[config.mk]
export PLATFORM = sky130hd
export DESIGN_NAME = alu_nx
export DESIGN_NICKNAME = d
export VERILOG_FILES = /design/src/rtl/alu_nx_pkg.sv /design/src/rtl/alu_nx_muldiv.sv /design/src/rtl/alu_nx.sv
export SDC_FILE = /design/constraint.sdc
export NUM_CORES = 1
export LEC_CHECK = 0
export ABC_CLOCK_PERIOD_IN_PS = 4950
export CAP_MARGIN = 10
export CORE_MARGIN = 2
export CORE_UTILIZATION = 58
export CTS_CLUSTER_DIAMETER = 100
export DETAILED_ROUTE_END_ITERATION = 8
export PLACE_DENSITY = 0.83
export SETUP_SLACK_MARGIN = 0.05
export SYNTH_ARGS = -nofsm -noshare
export SYNTH_HDL_FRONTEND = slang
export SYNTH_SLANG_ARGS = --single-unit
[constraint.sdc]
create_clock -name clk -period 4.95 [get_ports clk]
set_input_delay 0.495 -clock clk [delete_from_list [all_inputs] [get_ports clk]]
set_output_delay 0.495 -clock clk [all_outputs]
set_load 0.05 [all_outputs]
[src/rtl/alu_nx_pkg.sv]
// Shared definitions for the alu_nx arithmetic unit: op codes, FSM states,
// flag bit positions and op classification.
package alu_nx_pkg;

    localparam logic [3:0] OP_ADD  = 4'd0;
    localparam logic [3:0] OP_SUB  = 4'd1;
    localparam logic [3:0] OP_SHL  = 4'd2;
    localparam logic [3:0] OP_SHR  = 4'd3;
    localparam logic [3:0] OP_OR   = 4'd4;
    localparam logic [3:0] OP_AND  = 4'd5;
    localparam logic [3:0] OP_XOR  = 4'd6;
    localparam logic [3:0] OP_PASS = 4'd7;
    localparam logic [3:0] OP_MUL  = 4'd8;
    localparam logic [3:0] OP_DIV  = 4'd9;

    typedef enum logic [1:0] {
        IDLE = 2'd0,
        MUL  = 2'd1,
        DIV  = 2'd2,
        FIN  = 2'd3
    } state_t;

    localparam int FLAG_C = 0;
    localparam int FLAG_V = 1;
    localparam int FLAG_Z = 2;
    localparam int FLAG_N = 3;
    localparam int FLAG_H = 4;
    localparam int NFLAGS = 5;

    function automatic logic is_multi(input logic [3:0] op);
        return (op == OP_MUL) || (op == OP_DIV);
    endfunction

endpackage

[src/rtl/alu_nx_muldiv.sv]
// Iterative unsigned W x W multiply (radix-2 shift-add) and restoring divide.
// Takes exactly W rdy-enabled iterations after go; last flags the final one.
module alu_nx_muldiv
    import alu_nx_pkg::*;
#(
    parameter int W = 8
) (
    input  logic         clk,
    input  logic         reset,
    input  logic         rdy,
    input  logic         go,
    input  logic         is_div,
    input  logic [W-1:0] a,
    input  logic [W-1:0] b,
    output logic         last,
    output logic [W-1:0] hi,
    output logic [W-1:0] lo,
    output logic         dz
);

    localparam int CNT_W = $clog2(W + 1);

    logic             run;
    logic             div_q;
    logic [CNT_W-1:0] cnt;
    logic [W-1:0]     b_q;
    logic [W:0]       mul_sum;
    logic [W:0]       div_shift;
    logic [W:0]       div_diff;
    logic             div_ge;

    // hi:lo is the product accumulator for MUL and remainder:quotient for DIV
    always_comb begin
        mul_sum   = {1'b0, hi} + (lo[0] ? {1'b0, b_q} : {(W+1){1'b0}});
        div_shift = {hi, lo[W-1]};
        div_ge    = (div_shift >= {1'b0, b_q});
        div_diff  = div_shift - {1'b0, b_q};
    end

    assign last = run && (cnt == CNT_W'(W - 1));

    always_ff @(posedge clk or posedge reset) begin
        if (reset) begin
            run   <= 1'b0;
            div_q <= 1'b0;
            cnt   <= '0;
            b_q   <= '0;
            hi    <= '0;
            lo    <= '0;
            dz    <= 1'b0;
        end else if (rdy) begin
            if (go) begin
                run   <= 1'b1;
                div_q <= is_div;
                cnt   <= '0;
                b_q   <= b;
                hi    <= '0;
                lo    <= a;
                dz    <= (b == '0);
            end else if (run) begin
                cnt <= cnt + 1'b1;
                if (last) begin
                    run <= 1'b0;
                end
                if (div_q) begin
                    // divide by zero needs no special case: every step "fits"
                    hi <= div_ge ? div_diff[W-1:0] : div_shift[W-1:0];
                    lo <= {lo[W-2:0], div_ge};
                end else begin
                    hi <= mul_sum[W:1];
                    lo <= {mul_sum[0], lo[W-1:1]};
                end
            end
        end
    end

endmodule

[src/rtl/alu_nx.sv]
// Parametrised-width ALU with 6502-style flags, single-cycle ops and sequential
// MUL/DIV. Define ALU_NX_BCD_EN to build the decimal-adjust path for ADD/SUB.
module alu_nx
    import alu_nx_pkg::*;
#(
    parameter int W = 8
) (
    input  logic         clk,
    input  logic         reset,
    input  logic         rdy,
    input  logic         start,
    input  logic [3:0]   op,
    input  logic [W-1:0] ai,
    input  logic [W-1:0] bi,
    input  logic         ci,
    input  logic         bcd,
    output logic         busy,
    output logic         done,
    output logic [W-1:0] out,
    output logic [W-1:0] out_hi,
    output logic         co,
    output logic         v,
    output logic         z,
    output logic         n,
    output logic         hc
);

    state_t              state_q, state_d;
    logic                accept, go_md;
    logic                s1_valid;
    logic [3:0]          s1_op;
    logic [W-1:0]        s1_a, s1_b;
    logic                s1_ci;
    logic                fin_div;
    logic                md_last, md_dz;
    logic [W-1:0]        md_hi, md_lo;
    logic [W-1:0]        bb;
    logic [W:0]          bin_sum;
    logic [4:0]          nib0;
    logic [W-1:0]        res;
    logic [NFLAGS-1:0]   res_flags, md_flags, flags_q;
    logic [W-1:0]        out_q, out_hi_q;
    logic                done_q;

    assign busy   = (state_q == MUL) || (state_q == DIV);
    assign accept = rdy && start && !busy;
    assign go_md  = accept && is_multi(op);

    assign out    = out_q;
    assign out_hi = out_hi_q;
    assign done   = done_q;
    assign co     = flags_q[FLAG_C];
    assign v      = flags_q[FLAG_V];
    assign z      = flags_q[FLAG_Z];
    assign n      = flags_q[FLAG_N];
    assign hc     = flags_q[FLAG_H];

    alu_nx_muldiv #(.W(W)) u_muldiv (
        .clk    (clk),
        .reset  (reset),
        .rdy    (rdy),
        .go     (go_md),
        .is_div (op == OP_DIV),
        .a      (ai),
        .b      (bi),
        .last   (md_last),
        .hi     (md_hi),
        .lo     (md_lo),
        .dz     (md_dz)
    );

    assign bb      = (s1_op == OP_SUB) ? ~s1_b : s1_b;
    assign bin_sum = {1'b0, s1_a} + {1'b0, bb} + {{W{1'b0}}, s1_ci};
    assign nib0    = {1'b0, s1_a[3:0]} + {1'b0, bb[3:0]} + {4'b0, s1_ci};

`ifdef ALU_NX_BCD_EN
    logic         s1_bcd;
    logic [W-1:0] dec_sum;
    logic         dec_c, dec_h;
    logic         dec_carry;
    logic [4:0]   dec_t;

    // Nibble-serial decimal chain: ADD adds 6 above 9, SUB subtracts 6 on borrow
    always_comb begin
        dec_sum   = '0;
        dec_h     = 1'b0;
        dec_carry = s1_ci;
        dec_t     = '0;
        for (int i = 0; i < W / 4; i++) begin
            dec_t = {1'b0, s1_a[4*i +: 4]} + {1'b0, bb[4*i +: 4]} + {4'b0, dec_carry};
            if (s1_op == OP_SUB) begin
                dec_carry = dec_t[4];
                if (!dec_t[4]) begin
                    dec_t = dec_t - 5'd6;
                end
            end else if (dec_t > 5'd9) begin
                dec_t     = dec_t + 5'd6;
                dec_carry = 1'b1;
            end else begin
                dec_carry = 1'b0;
            end
            dec_sum[4*i +: 4] = dec_t[3:0];
            if (i == 0) begin
                dec_h = dec_carry;
            end
        end
        dec_c = dec_carry;
    end
`else
    logic bcd_unused;
    assign bcd_unused = bcd;
`endif

    always_comb begin
        res       = s1_a;
        res_flags = '0;
        case (s1_op)
            OP_ADD, OP_SUB: begin
                res               = bin_sum[W-1:0];
                res_flags[FLAG_C] = bin_sum[W];
                res_flags[FLAG_V] = (s1_a[W-1] == bb[W-1]) && (bin_sum[W-1] != s1_a[W-1]);
                res_flags[FLAG_H] = nib0[4];
`ifdef ALU_NX_BCD_EN
                if (s1_bcd) begin
                    res               = dec_sum;
                    res_flags[FLAG_C] = dec_c;
                    res_flags[FLAG_H] = dec_h;
                end
`endif
            end
            OP_SHL: begin
                res               = {s1_a[W-2:0], s1_ci};
                res_flags[FLAG_C] = s1_a[W-1];
            end
            OP_SHR: begin
                res               = {s1_ci, s1_a[W-1:1]};
                res_flags[FLAG_C] = s1_a[0];
            end
            OP_OR:   res = s1_a | s1_b;
            OP_AND:  res = s1_a & s1_b;
            OP_XOR:  res = s1_a ^ s1_b;
            default: res = s1_a;
        endcase
        res_flags[FLAG_Z] = (res == '0);
        res_flags[FLAG_N] = res[W-1];
    end

    always_comb begin
        md_flags = '0;
        if (fin_div) begin
            md_flags[FLAG_V] = md_dz;
            md_flags[FLAG_Z] = (md_lo == '0);
            md_flags[FLAG_N] = md_lo[W-1];
        end else begin
            md_flags[FLAG_C] = |md_hi;
            md_flags[FLAG_Z] = ({md_hi, md_lo} == '0);
            md_flags[FLAG_N] = md_hi[W-1];
        end
    end

    // FIN accepts a new start just like IDLE, so back-to-back MUL/DIV lose no cycle
    always_comb begin
        state_d = state_q;
        if (rdy) begin
            case (state_q)
                IDLE, FIN: begin
                    state_d = IDLE;
                    if (go_md) begin
                        state_d = (op == OP_DIV) ? DIV : MUL;
                    end
                end
                MUL, DIV: begin
                    if (md_last) begin
                        state_d = FIN;
                    end
                end
                default: state_d = IDLE;
            endcase
        end
    end

    always_ff @(posedge clk or posedge reset) begin
        if (reset) begin
            state_q <= IDLE;
        end else begin
            state_q <= state_d;
        end
    end

    // Single-cycle ops are staged one cycle so their latency matches the
    // registered-result timing of the FIN publish
    always_ff @(posedge clk or posedge reset) begin
        if (reset) begin
            s1_valid <= 1'b0;
            s1_op    <= '0;
            s1_a     <= '0;
            s1_b     <= '0;
            s1_ci    <= 1'b0;
`ifdef ALU_NX_BCD_EN
            s1_bcd   <= 1'b0;
`endif
            fin_div  <= 1'b0;
            out_q    <= '0;
            out_hi_q <= '0;
            flags_q  <= '0;
            done_q   <= 1'b0;
        end else if (rdy) begin
            s1_valid <= accept && !is_multi(op);
            if (accept) begin
                s1_op  <= op;
                s1_a   <= ai;
                s1_b   <= bi;
                s1_ci  <= ci;
`ifdef ALU_NX_BCD_EN
                s1_bcd <= bcd;
`endif
            end
            if (go_md) begin
                fin_div <= (op == OP_DIV);
            end
            done_q <= 1'b0;
            if (s1_valid) begin
                out_q    <= res;
                out_hi_q <= '0;
                flags_q  <= res_flags;
                done_q   <= 1'b1;
            end else if (state_q == FIN) begin
                out_q    <= md_lo;
                out_hi_q <= md_hi;
                flags_q  <= md_flags;
                done_q   <= 1'b1;
            end
        end
    end

endmodule

* Yosys cells after proc, flatten, opt, wreduce, memory -nomap -nowiden *
Index checks and enable logic that the tools add are counted.

word-level totals
  register bits after elaboration = 77
  bits of input ports = 26
  logic and storage cells = 104

cells by class
  add/sub/neg operators = 7
  magnitude comparators = 1
  equality and inequality tests = 15
  multiplexer cells = 33
  bitwise gates (word level) = 4
  reduce and logical (&&, ||, !) cells = 27

operators with widths
  operator                                       count
  2-to-1 mux 8 bit                               13
  case mux 8 bit (6 select lines)                1
  zero test 8 bit                                3
  adder 8 x 8 -> 9 bit                           2
  == test 4 x 3 -> 1 bit, second input constant  4
  zero test 16 bit                               1
  2-to-1 mux 5 bit                               2
  AND reduction 2 bit                            5
  adder 9 x 1 -> 9 bit                           1
  greater-or-equal comparator 9 x 8 -> 1 bit     1
  2-to-1 mux 1 bit                               9
  bitwise AND 8 bit                              1
  == test 4 x 2 -> 1 bit, second input constant  2
  == test 4 bit, second input constant           2
  2-to-1 mux 2 bit                               4
  2-to-1 mux 4 bit                               2
  NOT 8 bit                                      1
  OR 8 bit                                       1
  OR reduction 8 bit                             1
  subtractor 8 bit                               1
  bitwise XOR 8 bit                              1
  logical AND 1 bit                              6
  OR reduction 2 bit                             3
  adder 4 x 4 -> 5 bit                           1
  15 further kinds                               19

* Depth between registers and ports, before layout *
Gate-level depths: netlist (run 1).

  depth after elaboration = 8
  gate-level depth with buffers = 15
  depth with buffers taken out = 12

* Hierarchy *
From an unflattened synthesis (run 1), not the netlist that was laid out.

unflattened totals
  cell total of the unflattened synthesis = 602
  area, all modules = 5437.7 µm²

by module, submodules not included
  module         times used  cells each  area an instance (µm²)  seq. area each (µm²)
  alu_nx         1           356         3194.3                  1176.1
  alu_nx_muldiv  1           246         2243.4                  775.7

* Worst setup path after synthesis (run 1) *
Ideal clock, no wire load.

  path kind = register -> register
  start = reg s1_op[2]
  end = reg flags_q[2]
  library setup time = 0.076 ns
  data arrival time = 4.351 ns
  required time = 4.874 ns
  setup slack = 0.523 ns
  stages on the path, launching flop included = 16
  buffers on the path = 3
  clock period less this slack = 4.427 ns
  cells stage by stage = dfrtp_1 buf_2 buf_1 buf_2 or3_1 nor2_2 xnor2_1 fa_1 fa_1 nor3_1 or4_1 a211oi_2 o21bai_1 a2111oi_0 or4b_1 o21ai_1

between the ends
  word-level cells in the longest chain between the ends = 7

ends and longest elaborated chain
  element                              line                         source
  start, declared                      alu_nx.sv:31                 logic [3:0] s1_op;
  start signal, assigned               alu_nx.sv:210                s1_op <= op;
  == test 4 x 1 -> 1 bit               alu_nx.sv:72, alu_nx.sv:117
  2-to-1 mux 8 bit                     alu_nx.sv:72                 assign bb = (s1_op == OP_SUB) ? ~s1_b : s1_b;
  adder 8 x 8 -> 9 bit                 alu_nx.sv:73                 assign bin_sum = {1'b0, s1_a} + {1'b0, bb} + {{W{1'b0}}, s1_ci};
  adder 9 x 1 -> 9 bit                 alu_nx.sv:73
  case mux 8 bit (6 select lines) (*)  alu_nx.sv:117                case (s1_op)
  zero test 8 bit (*)                  alu_nx.sv:144                res_flags[FLAG_Z] = (res == '0);
  2-to-1 mux 5 bit (*)                 alu_nx.sv:222                if (s1_valid) begin
  end signal, assigned                 alu_nx.sv:225                flags_q <= res_flags;
  end signal, assigned                 alu_nx.sv:230                flags_q <= md_flags;
  end, declared                        alu_nx.sv:41                 logic [NFLAGS-1:0] res_flags, md_flags, flags_q;

Every way passes the cells marked *; elsewhere a longest branch is shown, timed or not.
A chain may end at the register's enable or synchronous reset.

* Final worst setup path (run 1) *
  start = reg s1_op[3]
  end = reg flags_q[2]

The elaborated chain is that of the path after synthesis.

==> out/results.env, run 1 <==
FINAL.PERIOD_UTILIZATION=0.861
SYN-INSTANCE-COUNT=606
POST-ROUTE-CELL-AREA_SQ_UM=6060
DETAIL_ROUTE.DRC_VIOLATIONS=0
SYNTH-EDFF-COUNT=0
PATH_CLASS='reg -> reg'
HOLDCRITPATHCLASS='reg -> reg'
FINALCOREUTILIZATION=0.692
GLOBAL_ROUTE_TOTAL_USAGE_ACROSS_EVERY_LAYER=0.287
TIMING_WORST_SLEW_PIN_VALUE_PS=1030
DRT_ITER0_MARKERS=370
CTS-HTREE-LEVELS=3
RUN_STATUS='complete, no violations'
WORSTPATHCELLLIST='or3_1, nor2_2, buf_4, xnor2_1, fa_1, fa_1, nor3_1, or4_1, a211oi_2, o21bai_1, a2111oi_0, or4b_1, o21ai_1'
CTS_STAGE_HOLD_BUFFER_COUNT=0
ADDER_CELL_SHARE_OF_THE_SYNTHESIZED_AREA=0.112
INITIAL_UTILIZATION=0.604
GRT_PASS1_VIAS=4435
SYNTH-XOR-AREA-SHARE=0.0431
DETAIL_ROUTE.FIRST_PASS.ITERATIONS=5
FINALHOLDVIOLATIONS=0
YOSYSWARNINGCOUNT=0
N_ANTENNA_CELL=0
SYNTH_TOP_FAMILY_BY_AREA='compound AO/OA/AOI/OAI gates'
CORE_AREA_SQ_UM=8760
YS_SEQ_AREA_FRAC=0.364
VIASPERCELL=6.18
WORST_PATH_MAX_DELAY_CELL='sky130_fd_sc_hd__fa_1'
FIN_TOTAL_PWR_mW=4.75
CPLARGESTDELAYFAMILY='simple AND/OR/NAND/NOR gates'
CP_SLOWEST_STAGE_DELAY_PS=530
SYNTH_CELL_TYPES=56
SYNTH_TOP_FLOP_CELL='sky130_fd_sc_hd__dfrtp_1'
POWER.DENSITY_nW_PER_UM2=783
SYNTH-COMPOUND-AREA-SHARE=0.185
DRV_CAP=0
DIEWIDTH_MICRONS=99.5
NNETSFINAL=710
POWER_SWITCHING_SHARE=0.486
LAYOUT-DRIVE-GT1-SHARE=0.0807
COMB_POWER_SHARE=0.606
CTS_TREE='yes'
POST_DETAIL_PLACE_HPWL_MICRONS=9980
SHARE_OF_SYNTHESIZED_CELL_AREA_IN_AND_OR_NAND_AND_NOR_GATES=0.163
DESIGN.DIE.AREA_SQ_UM=9900
SYNTH_AREA_SQ_UM=5290
POWER.SWITCHING_mW=2.31
ANTENNA_FOUND_INITIAL=0
GRT_PASS1_WL_MICRONS=22300
BUF_INV_ON_CP=1
LAYOUTNONFILLERINSTCOUNT=752
SHARE_SEQ_OF_TOTAL_POWER=0.271
POST-ROUTE-MIN-PERIOD_PS=4260
END_KIND='flop'
CTS_MADE_BUFFERS=9
WORSTPATHREQUIRED_PS=5230
CTS_MAX_PATH_BUFFERS=2
GP_CONGESTION=0.976
WIRELENGTH_MICRONS=13500
DIE_H_MICRONS=99.5
CTS_SINKS=77
POST_DP_CELL_AREA_SQ_UM=5820
POSTCTSSETUPREPAIRBUFS=0
DETAIL-ROUTE-ANTENNA-NETS=0
CLOCK-ROOT-BUFFER='sky130_fd_sc_hd__clkbuf_8'
CLOCK_SKEW_PS=12.5
IO_BUFFERS=47
GRT_START_MAX_NET_PINS=44
CRITICAL_PATH.STARTPOINT_TYPE='flop'
FMAXACHIEVABLE_MHz=235
YS_FF_LATCH=77
RESIDUAL_OVERFLOW_FROM_GLOBAL_ROUTING=0
P_INT_mW=2.44
PLACE_INST=736
HIGHEST_FANOUT_SEEN_ON_THE_CRITICAL_PATH=12
SETUP_VIOLATIONS=0
CLKSLEWWORSTSETUPHOLDPATHS_PS=80
FLOORPLAN.IO_PINS=49
SETUP_REPAIR_AFTER_GLOBAL_ROUTING_MISSED_ITS_MARGIN='no'
VDD_DROP_MAX_mV=0.453
MAXSLEWHEADROOM=0.316
POST_DRT_WL_PER_CELL_MICRONS=17.9
SYN2LAYOUT_AREA_GROWTH_PCT=14.6
TIMING.CRITICAL_PATH.ARRIVAL_PS=4540
DR_TOTAL_VIAS=4645
YS_ASYNC_SR_FRACTION=1.00
TIMING_MAX_TRANSITION_VIOLATIONS_FINAL=0
CRITICAL-PATH-TOP-CELL-BY-COUNT='sky130_fd_sc_hd__fa_1'
SYNTH_NETS=677
STD_CELL_ROWS=34
CTS_RESIZED=0
R2R_SETUP_SLK_PS=690
STATIC-LEAKAGE-POWER_nW=2.71
SYNTH_MUX_AREA_FRAC=0.0807
SETUP_TOTAL_NEGATIVE_SLACK_PS=0
CLOCK_INSERTION_DELAY_WORST_SKEW_PS=360
SHARE_CLK_OF_TOTAL_POWER=0.123
SYN_AVG_CELL_AREA_SQ_UM=8.73
==> layer usage <==
layer | vias up | track usage | part of all wire
met1 | 2194 | 0.397 | 0.43
met2 | 210 | 0.455 | 0.47
met4 | 0 | 0.103 | 0.027
li1 | 2203 | - | -
met5 | - | 0 | 0
met3 | 38 | 0.0527 | 0.078
==> flip-flops by register name, summed over array words and instances (netlist names) <==
name and cells:
out 8, u_muldiv.hi 8, s1_valid 1, s1_op 4
done 1, out_hi 8, s1_a 8, u_muldiv.b_q 8
u_muldiv.run 1, state_q 2, s1_b 8, fin_div 1
s1_ci 1, u_muldiv.cnt 4, u_muldiv.lo 8, flags_q 5
u_muldiv.dz 1
==> final timing paths <==
path / endpoint / cells after the start / from
hold reg to reg: flags_q[4] / 2 / flags_q[4]
min in group asynchronous: s1_a[6] / 2 / reset
hold / removal: flags_q[4] / 2 / flags_q[4]
setup reg to reg: flags_q[2] / 13 / s1_op[3]
setup / recovery: flags_q[2] / 13 / s1_op[3]
max in group asynchronous: out_hi[4] / 3 / reset
==> cell usage in the layout, fill, tap and decap left out, drive strengths merged, types with 9 or more instances in the layout <==
| master | synthesis | routed |
|---|---|---|
| nor3 | 9 | 9 |
| clkdlybuf4s50 | 0 | 47 |
| o21ai | 58 | 58 |
| clkbuf | 22 | 9 |
| nand2 | 77 | 77 |
| mux2i | 19 | 19 |
| inv | 37 | 39 |
| nor2 | 46 | 46 |
| nor4 | 9 | 9 |
| mux2 | 21 | 21 |
| xnor2 | 19 | 19 |
| a21oi | 41 | 41 |
| and2 | 10 | 10 |
| dfrtp | 77 | 77 |
| ha | 41 | 41 |
==> cell type report <==
cell class	instances	area [sq um]
fill	693	2700
multi-input combinational	460	3090
tap	108	135
inverter	37	139
timing repair buffer	54	523
sequential	77	1930
clock inverter	7	120
clock buffer	9	124
==> cell usage after synthesis (all sizes together) (2+ instances only) <==
library cell,number,area (sq um)
nand2,77,289
o21a,7,52.6
a21o,3,22.5
mux2i,19,190
buf,10,51.3
o22ai,6,37.5
a22oi,2,15.0
o211ai,4,30.0
o21ai,58,290
o21bai,4,30.0
a21boi,3,22.5
a221oi,2,17.5
nor4,9,56.3
nand4,4,25.0
fa,4,80.1
nor2,46,175
nand2b,5,31.3
a21oi,41,205
and2,10,62.6
inv,37,139
clkbuf,22,82.6
o31ai,7,52.6
nor2b,7,43.8
o2bb2ai,5,43.8
nand3,7,35.0
nand3b,3,22.5
ha,41,513
xor2,7,61.3
dfrtp,77,1930
nor3b,3,22.5
a211oi,5,42.5
mux2,21,236
xnor2,19,166
nor3,9,45.0
a31oi,7,43.8
==> worst register-to-register path: stages, from the launching register on <==
cell and delay (ps):
sky130_fd_sc_hd__dfrtp_1 520, sky130_fd_sc_hd__or3_1 450, sky130_fd_sc_hd__nor2_2 110, sky130_fd_sc_hd__buf_4 190
sky130_fd_sc_hd__xnor2_1 100, sky130_fd_sc_hd__fa_1 420, sky130_fd_sc_hd__fa_1 530, sky130_fd_sc_hd__nor3_1 50
sky130_fd_sc_hd__or4_1 490, sky130_fd_sc_hd__a211oi_2 250, sky130_fd_sc_hd__o21bai_1 120, sky130_fd_sc_hd__a2111oi_0 340
sky130_fd_sc_hd__or4b_1 480, sky130_fd_sc_hd__o21ai_1 160
==> cells by family (layout without fill, tap and decap cells) <==
group	after synthesis	in the layout
flops	77	77
simple gates	187	187
fa+ha+maj	45	45
buf+inv	69	107
mux	40	40
compound gates	162	162
xor+xnor	26	26
==> through the flow <==
step,hold WS [ps],setup WS [ps]
global placement,457,901
detailed placement,468,739
finish,481,689
floorplan,447,523
global route,515,529
CTS,487,710
==> power groups by stage <==
stage	Clock (mW)	Combinational, mW	Sequential [mW]
5_1_grt	0.616	3.17	1.32
6_report	0.585	2.88	1.29
2_1_floorplan	0	2.01	1.34
3_5_place_dp	0	2.82	1.28
3_3_place_gp	0	2.70	1.26
4_1_cts	0.590	2.85	1.27
Note: power is estimated with default switching activity, not from simulation.
==> run 2, diff against run 1 <==
SETUP_SLACK_MARGIN = unset   (was 0.05)
==> results of run 2 <==
Final layout, timing and power as in run 1 (identical DEF).
==> run 3, diff against run 2 <==
CORE_UTILIZATION = 59   (was 58)
PLACE_DENSITY = 0.84   (was 0.83)
SYNTH_HIERARCHICAL = 1   (was unset)
==> run 3 against run 2 <==
Compared with the run above:
- register-to-register slack improved by 60 ps
- cell area increased by 3.1%
- critical endpoint unchanged
- clock skew down 3.4 ps
- die area increased by 1.0%
- final cell count up 0.80%
==> out/results.env, run 3 <==
MAXSLEWHEADROOM=0.334
SETUP_VIOLATIONS=0
SYN_AVG_CELL_AREA_SQ_UM=9.03
SETUP_REPAIR_AFTER_GLOBAL_ROUTING_MISSED_ITS_MARGIN='no'
PLACE_INST=742
CTS_STAGE_HOLD_BUFFER_COUNT=0
IO_BUFFERS=47
CTS_RESIZED=0
CTS_MAX_PATH_BUFFERS=2
TIMING_WORST_SLEW_PIN_VALUE_PS=997
DR_TOTAL_VIAS=4761
POSTCTSSETUPREPAIRBUFS=0
CORE_AREA_SQ_UM=9110
SYNTH_CELL_TYPES=60
YS_SEQ_AREA_FRAC=0.359
GRT_START_MAX_NET_PINS=48
VDD_DROP_MAX_mV=0.470
NNETSFINAL=713
SYN-INSTANCE-COUNT=602
SYNTH_NETS=673
ANTENNA_FOUND_INITIAL=0
GLOBAL_ROUTE_TOTAL_USAGE_ACROSS_EVERY_LAYER=0.299
CRITICAL_PATH.STARTPOINT_TYPE='flop'
SYN2LAYOUT_AREA_GROWTH_PCT=15.0
SETUP_TOTAL_NEGATIVE_SLACK_PS=0
HIGHEST_FANOUT_SEEN_ON_THE_CRITICAL_PATH=14
POWER.SWITCHING_mW=2.39
FMAXACHIEVABLE_MHz=238
CTS_TREE='yes'
SYNTH_COMMONEST_CELLS='sky130_fd_sc_hd__dfrtp_1, sky130_fd_sc_hd__nand2_1, sky130_fd_sc_hd__o21ai_0'
CLOCK_INSERTION_DELAY_WORST_SKEW_PS=360
CLKSLEWWORSTSETUPHOLDPATHS_PS=90
FIN_WS_PS=748
RESIDUAL_OVERFLOW_FROM_GLOBAL_ROUTING=0
POWER.DENSITY_nW_PER_UM2=785
DRV_CAP=0
LAYOUT.CELLS.MOST_COMMON_LIST='sky130_fd_sc_hd__dfrtp_1, sky130_fd_sc_hd__nand2_1, sky130_fd_sc_hd__o21ai_0'
SHARE_CLK_OF_TOTAL_POWER=0.125
POST_DETAIL_PLACE_HPWL_MICRONS=10400
YOSYSWARNINGCOUNT=6
LAYOUT.CELLS.MOST_COMMON='sky130_fd_sc_hd__dfrtp_1'
COMB_POWER_SHARE=0.616
STATIC-LEAKAGE-POWER_nW=2.82
CTS_SINKS=78
SYNTH_TOP_CELLS_BY_AREA='sky130_fd_sc_hd__dfrtp_1, sky130_fd_sc_hd__ha_1, sky130_fd_sc_hd__mux2_2'
VIASPERCELL=6.28
GRT_PASS1_WL_MICRONS=23300
POWER_SWITCHING_SHARE=0.487
SHARE_SEQ_OF_TOTAL_POWER=0.259
P_INT_mW=2.52
SYNTH-EDFF-COUNT=0
GRT_PASS1_VIAS=4585
RUN_STATUS='complete, no violations'
CTS_MADE_BUFFERS=9
PATH_CLASS='reg -> reg'
WIRELENGTH_MICRONS=14200
DESIGN.DIE.AREA_SQ_UM=10000
DETAIL_ROUTE.FIRST_PASS.ITERATIONS=5
FLOORPLAN.IO_PINS=49
SYNTH_AREA_SQ_UM=5440
YS_ASYNC_SR_FRACTION=1.00
POST-ROUTE-MIN-PERIOD_PS=4200
WORST_SETUP_TIMING_SLACK_AT_THE_PLACEMENT_STAGE_PS=859
N_ANTENNA_CELL=0
HOLDCRITPATHCLASS='reg -> reg'
FINAL.PERIOD_UTILIZATION=0.849
YS_FF_LATCH=78
DETAIL-ROUTE-ANTENNA-NETS=0
TIMING_MAX_TRANSITION_VIOLATIONS_FINAL=0
STD_CELL_ROWS=35
SYNTH_TOP_FLOP_CELL='sky130_fd_sc_hd__dfrtp_1'
TIMING.CRITICAL_PATH.ARRIVAL_PS=4510
CLOCK_SKEW_PS=9.09
INITIAL_UTILIZATION=0.597
DRT_ITER0_MARKERS=348
WORSTPATHREQUIRED_PS=5250
SYNTHMOSTINSTANTIATEDCELL='sky130_fd_sc_hd__dfrtp_1'
LAYOUTNONFILLERINSTCOUNT=758
SYNTH_TOP_CELL_BY_AREA='sky130_fd_sc_hd__dfrtp_1'
CTS-HTREE-LEVELS=3
END_KIND='flop'
FINALHOLDVIOLATIONS=0
LAYOUT-DRIVE-GT1-SHARE=0.107
GP_CONGESTION=0.941
DETAIL_ROUTE.DRC_VIOLATIONS=0
SYNTH.TOP_CELL.AREA_SHARE=0.359
DIE_H_MICRONS=100
CLOCK-ROOT-BUFFER='sky130_fd_sc_hd__clkbuf_8'
POST_DRT_WL_PER_CELL_MICRONS=18.7
DIEWIDTH_MICRONS=100
## run 3: changes by cell type after synthesis, sizes merged, moves of 5 or more
cell | before | now
a21o | 3 | 8
buf | 10 | 15
nand2b | 5 | 19
xnor2 | 19 | 13
nand2 | 77 | 65
o2bb2ai | 5 | 0
mux2 | 21 | 31
clkbuf | 22 | 11
## run 3: power groups by stage
stage / clock [mW] / combinational [mW] / sequential (mW)
6_report: 0.613 / 3.02 / 1.27
5_1_grt: 0.643 / 3.31 / 1.30
4_1_cts: 0.621 / 2.99 / 1.26
3_5_place_dp: 0 / 2.95 / 1.27
3_3_place_gp: 0 / 2.85 / 1.26
2_1_floorplan: 0 / 2.11 / 1.36
## run 3: kinds of logic (layout without fill, tap and decap cells)
logic type                 after synthesis  after routing  share of synthesized area
xor gates and xnor gates                23             23                     0.0370
DFF                                     78             78                      0.359
and+or+nand+nor                        179            179                      0.153
AOI/OAI and AO/OA                      159            159                      0.189
muxes                                   53             53                      0.105
buffers and inverters                   65            110                     0.0481
adders and majority gates               45             45                      0.109
## run 3: per-layer routing
| metal | global-route usage | up-vias | routed length (microns) | part of all wire |
|---|---|---|---|---|
| met5 | 0 | - | 0 | 0 |
| met4 | 0.103 | 0 | 394 | 0.028 |
| met3 | 0.0529 | 37 | 1070 | 0.076 |
| met2 | 0.485 | 226 | 6650 | 0.47 |
| met1 | 0.408 | 2294 | 6040 | 0.43 |
| li1 | - | 2204 | - | - |
## run 3: worst paths after layout
path | from | endpoint | slack, ps | cells after the start
max in group asynchronous | reset | state_q[1] | 3620 | 2
max | s1_op[3] | flags_q[2] | 750 | 12
min | out[7] | out[7] | 490 | 2
min reg2reg | out[7] | out[7] | 490 | 2
min in group asynchronous | reset | u_muldiv/lo[2] | 560 | 3
max reg2reg | s1_op[3] | flags_q[2] | 750 | 12
## run 3: critical path: stages (launching register included)
cell and delay, ps:
sky130_fd_sc_hd__dfrtp_1 560, sky130_fd_sc_hd__nor3_1 760, sky130_fd_sc_hd__and2_1 280, sky130_fd_sc_hd__xnor2_1 110, sky130_fd_sc_hd__fa_1 430, sky130_fd_sc_hd__fa_1 440, sky130_fd_sc_hd__nand2b_1 170, sky130_fd_sc_hd__a21oi_1 300
sky130_fd_sc_hd__xor2_1 110, sky130_fd_sc_hd__a221oi_1 360, sky130_fd_sc_hd__nor2_1 120, sky130_fd_sc_hd__a2111oi_2 340, sky130_fd_sc_hd__a21o_1 160
## run 3: layout make-up
class	count	area [sq um]
clock buffer	10	138
clock inverter	6	118
fill	726	2860
inverter	39	146
multi-input combinational	459	3230
sequential	78	1950
tap	111	139
timing repair buffer	55	531
## run 3: stage by stage
step                      hold WS (ps)  power [mW]  cell area, sq um   util
after floorplan                    443        3.47              5440      -
final                              486        4.90              6250  0.686
after detailed placement           472        4.22              6000  0.658
after global placement             465        4.11              6000  0.658
after global routing               510        5.26              6250  0.686
after CTS                          489        4.87              6250  0.686
